===== src/rtl/param_cpu_pkg.sv =====
// Shared types and instruction-field layout helpers for param_cpu.
// Instruction layout, MSB first: [type][dst][src1][src2][offset][opcode].
package param_cpu_pkg;

    typedef enum logic [1:0] {
        TYPE_NOP   = 2'b00,
        TYPE_STD   = 2'b01,
        TYPE_LOAD  = 2'b10,
        TYPE_STORE = 2'b11
    } instr_type_e;

    typedef enum logic [3:0] {
        OP_ADD  = 4'd0,
        OP_SUB  = 4'd1,
        OP_AND  = 4'd2,
        OP_OR   = 4'd3,
        OP_XOR  = 4'd4,
        OP_SHL  = 4'd5,
        OP_SHR  = 4'd6,
        OP_PASS = 4'd7
    } opcode_e;

    typedef enum logic [2:0] {
        S_IDLE      = 3'd0,
        S_DECODE    = 3'd1,
        S_EXECUTE   = 3'd2,
        S_MEM       = 3'd3,
        S_WRITEBACK = 3'd4
    } state_e;

    localparam int TYPE_BITS   = 2;
    localparam int OPCODE_BITS = 4;
    localparam int OFF_OFFSET  = OPCODE_BITS;

    function automatic int instr_width(input int dw, input int rb);
        return TYPE_BITS + 3 * rb + dw + OPCODE_BITS;
    endfunction

    function automatic int off_src2(input int dw);
        return OPCODE_BITS + dw;
    endfunction

    function automatic int off_src1(input int dw, input int rb);
        return OPCODE_BITS + dw + rb;
    endfunction

    function automatic int off_dst(input int dw, input int rb);
        return OPCODE_BITS + dw + 2 * rb;
    endfunction

    function automatic int off_type(input int dw, input int rb);
        return OPCODE_BITS + dw + 3 * rb;
    endfunction

endpackage


===== src/rtl/cpu_alu.sv =====
// Combinational ALU: eight legal opcodes, carry/borrow out, illegal-opcode flag.
module cpu_alu
    import param_cpu_pkg::*;
#(
    parameter int DATA_WIDTH = 8
) (
    input  logic [DATA_WIDTH-1:0] a,
    input  logic [DATA_WIDTH-1:0] b,
    input  logic [3:0]            op,
    output logic [DATA_WIDTH-1:0] result,
    output logic                  carry,
    output logic                  illegal
);

    logic [DATA_WIDTH:0] wide;

    always_comb begin
        wide    = '0;
        result  = '0;
        carry   = 1'b0;
        illegal = 1'b0;
        case (op)
            OP_ADD: begin
                wide   = {1'b0, a} + {1'b0, b};
                result = wide[DATA_WIDTH-1:0];
                carry  = wide[DATA_WIDTH];
            end
            // The extra MSB of the widened difference is set exactly when a < b.
            OP_SUB: begin
                wide   = {1'b0, a} - {1'b0, b};
                result = wide[DATA_WIDTH-1:0];
                carry  = wide[DATA_WIDTH];
            end
            OP_AND:  result = a & b;
            OP_OR:   result = a | b;
            OP_XOR:  result = a ^ b;
            OP_SHL:  result = a << 1;
            OP_SHR:  result = a >> 1;
            OP_PASS: result = a;
            default: illegal = 1'b1;
        endcase
    end

endmodule


===== src/rtl/param_cpu.sv =====
// Multi-cycle parametrised CPU core: IDLE/DECODE/EXECUTE/MEM/WRITEBACK with
// an internal register file and single-port data memory.
module param_cpu
    import param_cpu_pkg::*;
#(
    parameter  int DATA_WIDTH  = 8,
    parameter  int ADDR_BITS   = 5,
    parameter  int NUM_REGS    = 4,
    localparam int REG_BITS    = $clog2(NUM_REGS),
    localparam int INSTR_WIDTH = instr_width(DATA_WIDTH, REG_BITS)
) (
    input  logic                   clk,
    input  logic                   rst,
    input  logic [INSTR_WIDTH-1:0] instr,
    input  logic                   instr_valid,
    output logic                   instr_ready,
    output logic                   done,
    output logic                   err,
    output logic                   flag_z,
    output logic                   flag_c,
    input  logic [REG_BITS-1:0]    dbg_sel,
    output logic [DATA_WIDTH-1:0]  dbg_data
);

    localparam int DEPTH    = 1 << ADDR_BITS;
    localparam int TYPE_OFF = off_type(DATA_WIDTH, REG_BITS);
    localparam int DST_OFF  = off_dst(DATA_WIDTH, REG_BITS);
    localparam int SRC1_OFF = off_src1(DATA_WIDTH, REG_BITS);
    localparam int SRC2_OFF = off_src2(DATA_WIDTH);

    state_e                state, state_next;
    instr_type_e           ir_type;
    logic [REG_BITS-1:0]   ir_dst, ir_src1, ir_src2;
    logic [DATA_WIDTH-1:0] ir_offset;
    logic [3:0]            ir_op;

    logic [DATA_WIDTH-1:0] op_a, op_b, st_data, alu_q, ld_q;
    logic                  carry_q, illegal_q;
    logic [ADDR_BITS-1:0]  ea;

    logic [DATA_WIDTH-1:0] alu_res;
    logic                  alu_carry, alu_illegal;

    logic [DATA_WIDTH-1:0] rf  [NUM_REGS];
    logic [DATA_WIDTH-1:0] mem [DEPTH];

    logic accept;
    assign accept = (state == S_IDLE) && instr_valid
                    && (instr[TYPE_OFF +: TYPE_BITS] != TYPE_NOP);

    assign dbg_data = rf[dbg_sel];

    cpu_alu #(.DATA_WIDTH(DATA_WIDTH)) u_alu (
        .a      (op_a),
        .b      (op_b),
        .op     (ir_op),
        .result (alu_res),
        .carry  (alu_carry),
        .illegal(alu_illegal)
    );

    always_ff @(posedge clk) begin
        if (rst) state <= S_IDLE;
        else     state <= state_next;
    end

    always_comb begin
        state_next = S_IDLE;
        case (state)
            S_IDLE:      state_next = accept ? S_DECODE : S_IDLE;
            S_DECODE:    state_next = S_EXECUTE;
            S_EXECUTE:   state_next = (ir_type == TYPE_STD) ? S_WRITEBACK : S_MEM;
            S_MEM:       state_next = S_WRITEBACK;
            S_WRITEBACK: state_next = S_IDLE;
            default:     state_next = S_IDLE;
        endcase
    end

    always_comb begin
        instr_ready = (state == S_IDLE);
        done        = (state == S_WRITEBACK);
        err         = (state == S_WRITEBACK) && (ir_type == TYPE_STD) && illegal_q;
    end

    always_ff @(posedge clk) begin
        if (accept) begin
            ir_type   <= instr_type_e'(instr[TYPE_OFF +: TYPE_BITS]);
            ir_dst    <= instr[DST_OFF +: REG_BITS];
            ir_src1   <= instr[SRC1_OFF +: REG_BITS];
            ir_src2   <= instr[SRC2_OFF +: REG_BITS];
            ir_offset <= instr[OFF_OFFSET +: DATA_WIDTH];
            ir_op     <= instr[OPCODE_BITS-1:0];
        end
        // Operands are snapshotted here, so dst aliasing a source sees old values.
        if (state == S_DECODE) begin
            op_a    <= rf[ir_src1];
            op_b    <= rf[ir_src2];
            st_data <= rf[ir_dst];
        end
        if (state == S_EXECUTE) begin
            alu_q     <= alu_res;
            carry_q   <= alu_carry;
            illegal_q <= alu_illegal;
            ea        <= ADDR_BITS'(op_a) + ADDR_BITS'(ir_offset);
        end
        if (state == S_MEM && ir_type == TYPE_LOAD) begin
            ld_q <= mem[ea];
        end
    end

    always_ff @(posedge clk) begin
        if (!rst && state == S_MEM && ir_type == TYPE_STORE) begin
            mem[ea] <= st_data;
        end
    end

    always_ff @(posedge clk) begin
        if (rst) begin
            for (int unsigned i = 0; i < NUM_REGS; i++) begin
                rf[i] <= DATA_WIDTH'(i);
            end
            flag_z <= 1'b0;
            flag_c <= 1'b0;
        end else if (state == S_WRITEBACK) begin
            case (ir_type)
                TYPE_STD: begin
                    rf[ir_dst] <= alu_q;
                    if (!illegal_q) begin
                        flag_z <= (alu_q == '0);
                        flag_c <= carry_q;
                    end
                end
                TYPE_LOAD: rf[ir_dst] <= ld_q;
                default: ;
            endcase
        end
    end

endmodule

===== config.mk =====
export PLATFORM = sky130hd
export DESIGN_NAME = param_cpu
export DESIGN_NICKNAME = d
export VERILOG_FILES = /design/src/rtl/param_cpu_pkg.sv /design/src/rtl/cpu_alu.sv /design/src/rtl/param_cpu.sv
export SDC_FILE = /design/constraint.sdc
export NUM_CORES = 1
export LEC_CHECK = 0
export ABC_AREA = 1
export CORE_MARGIN = 2
export CORE_UTILIZATION = 25
export CTS_CLUSTER_DIAMETER = 60
export DETAILED_ROUTE_END_ITERATION = 10
export HOLD_SLACK_MARGIN = 0.06
export PLACE_DENSITY_LB_ADDON = 0.12
export SETUP_SLACK_MARGIN = 0.02
export SYNTH_ARGS = -nofsm -noshare
export SYNTH_HDL_FRONTEND = slang
export SYNTH_SLANG_ARGS = --single-unit

===== constraint.sdc =====
create_clock -name clk -period 5.3 [get_ports clk]
set_input_delay 1.06 -clock clk [delete_from_list [all_inputs] [get_ports clk]]
set_output_delay 1.06 -clock clk [all_outputs]
set_load 0.02 [all_outputs]

==> results.md <==
* Sequential fraction of the synthesis area at 66.8%
* Slew Viols, Final at 0
* Nets at 1608
* Drt first pass iters at 5
* CP endpoint kind: output port
* Mapped Avg Cell Area at 10.6 sq um
* Setup Viol. Count Final at 0
* Pin count of the biggest net entering global routing at 66
* Setup bufs post-CTS at 0
* Clock Latency Late Sink at 0.61 ns
* Gp weighted congestion at 0.840
* Vias per inst at 4.42
* Root buffer cell: clkbuf_16
* Slowest Stage Delay on Critical Path at 0.66 ns
* Final Non-Filler Cells at 2432
* Max-Cap Viols at 0
* CTS tree: built
* Slowest-stage cell, CP: clkdlybuf4s50_1
* Post-Route WL at 46.4 mm
* IO Port Bufs at 34
* I/O Pins at 38
* Post-synth design cell area at 0.0160 sq mm
* Startpoint types: input pin
* Initial drt markers at 833
* Syn-to-layout area delta at 17.3%
* Fin Setup TNS at 0 ns
* Post-synth top flop: edfxtp_1
* Tot GR Track Use at 14.1%
* FF+latch area at 0.0107 sq mm
* Worst hold-check path type: reg -> reg
* Clock transition at path regs at 0.06 ns
* Area occupied by multi-input gates at 0.00466 sq mm
* Global-route wire length before repair at 70.2 mm
* P_leak at 6.78 nW
* Setup Crit Path Kind: in -> out
* Count leader, synth: nand2_1
* Worst clock skew at 0.0596 ns
* Post-Syn Nets at 1561
* Post_cts resized at 0
* Vias at 10800
* Post-synth top area share at 66.2%
* Outcome: completed
* CP delay by family, top: buffers and inverters
* Clock buffer count from CTS at 45
* Tmin final at 4.19 ns
* Die H at 257 um
* Cells after Synth at 1503
* CTS Hold Buffers Added at 0
* CP arrival at 3.13 ns
* Actual slew at the worst max-slew pin at 1.16 ns
* # DRC at 0
* Dominant cells by area after synthesis: edfxtp_1 66%, nand2_1 11%, nor2_1 4.4%
* Synthesized flop and latch total at 357
* RSZ-0062 raised after global routing: no
* Routed wire per std cell at 19.1 um
* Core Footprint at 0.0631 sq mm
* Core Util, Final at 29.7%
* Clock Path Buffers at 3
* Power density cells at 360 mW/mm^2
* CP required at 4.24 ns
* Area leader, netlist: edfxtp_1
* Synth warnings at 0
* Antenna violations before repair at 0
* Number of flops mapped to enable cells by yosys at 352
* Total grt overflow at 0
* Max Fanout on Critical Path at 17
* Peak supply drop at 0.181 mV
* Layout cells sized above 1 at 7.19%
* Die W at 257 um
* Number of global-route vias before repair at 11000
* DP HPWL at 30.7 mm
* # fillers at 6587
* Standard-cell row count at 92
* Post-route ant nets at 0
* Crit-path cells: clkdlybuf4s50_1 -> inv_1 -> o21ai_0 -> o22ai_1 -> clkdlybuf4s50_1
* Final Cycle Share at 79.1%
* Clock Sink Count at 357
* Async S/R FF share, synth at 0%
* Initial Util at 25.3%
* Synth top cells by count: 456 x nand2_1, 352 x edfxtp_1, 189 x nor2_1
* Fmax at 238 MHz
* Synth cell types at 30
* WP buf/inv at 3
* Final hold violation count at 0
* Crit-path most repeated cell: clkdlybuf4s50_1
* # placed instances at 2349
* Slew HR at 22.8%
* Die Outline Area at 0.0659 sq mm
* H-tree depth at 2
==> worst min-delay path, delay by kind of cell, from the launching register on <==
family	cells	cell delay [ns]
and+or+nand+nor	1	0.07
AOI/OAI and AO/OA	1	0.05
DFF	1	0.34
==> metrics by stage <==
stage	hold slack [ns]	power, mW	cell area, sq um	worst slack, ns
finish	0.513	6.75	18700	1.11
global route	0.552	7.01	18700	0.953
CTS	0.521	6.84	18700	1.08
detailed placement	0.498	3.80	17300	1.09
global placement	0.490	3.80	17300	1.13
floorplan	0.446	3.58	16000	2.35
==> layout make-up <==
type	count	area share (%)
Sequential cell	357	56.9
Multi-Input combinational cell	983	24.9
Clock buffer	53	6.27
Tap cell	846	5.65
Timing Repair Buffer	49	2.42
Inverter	114	2.28
Clock inverter	29	1.59
Antenna cell	1	0.0133
==> flip-flops by register name, summed over array words and instances (netlist names), 3 cells and up <==
signal     flops
ld_q           8
op_b           8
alu_q          8
ea             5
st_data        8
state          3
mem          256
rf            32
op_a           8
ir_op          4
ir_offset      5
==> path summary, 6_finish.rpt <==
| path | slack [ns] | cells past startpoint | from | to |
|---|---|---|---|---|
| hold / removal | 0.51 | 2 | flag_z$_SDFFE_PP0P_ | flag_z$_SDFFE_PP0P_ |
| setup / recovery | 1.11 | 5 | dbg_sel[0] | dbg_data[2] |
| hold reg to reg | 0.51 | 2 | flag_z$_SDFFE_PP0P_ | flag_z$_SDFFE_PP0P_ |
| setup reg to reg | 2.03 | 5 | ea[1]$_DFFE_PN_ | mem[2][3]$_DFFE_PP_ |
==> layer usage <==
metal / GRT usage [%] / share of wire (%) / up-vias
li1: - / - / 5241
met1: 19.4 / 47 / 5226
met2: 23.0 / 46 / 219
met3: 2.40 / 4.0 / 66
met4: 3.84 / 2.4 / 0
met5: 0 / 0 / -
==> power breakdown <==
part | switching, mW | leakage [nW] | total, mW | internal (mW)
logic | 0.366 | 2.81 | 0.515 | 0.149
registers | 0.0521 | 3.25 | 3.22 | 3.17
clock network | 1.26 | 0.722 | 3.01 | 1.76
total | 1.67 | 6.78 | 6.75 | 5.07
==> cell families (layout without fill, tap and decap cells) <==
| group | after synthesis | in the layout | share of synthesized area [%] |
|---|---|---|---|
| buffers and inverters | 163 | 245 | 4.17 |
| AO/OA/AOI/OAI | 166 | 166 | 5.85 |
| XOR/XNOR | 4 | 4 | 0.219 |
| other | 0 | 1 | 0 |
| AND/OR/NAND/NOR | 780 | 780 | 20.2 |
| flip-flops | 357 | 357 | 66.8 |
| adder cells (fa/ha/maj) | 33 | 33 | 2.73 |
==> layout by cell type (no fill, tap or decap), types with 3 or more instances in the layout <==
master           instances
nand2_1                456
edfxtp_1               352
nor2_1                 186
inv_1                  112
o21ai_0                101
nand3_1                 64
clkbuf_16               45
nand4_1                 43
o22ai_1                 39
clkdlybuf4s50_1         34
ha_1                    30
buf_4                   15
a21oi_1                 12
nor3_2                  10
clkinv_1                10
o21ai_2                  8
clkinv_2                 7
clkbuf_1                 6
nor2_4                   5
dfxtp_1                  5
nand3b_1                 4
o211ai_1                 4
nand2_2                  3
nor3_1                   3
xor2_1                   3
or2_2                    3
fa_1                     3
clkinv_4                 3
bufinv_16                3
No activity file was read; power rests on OpenSTA's default activity.
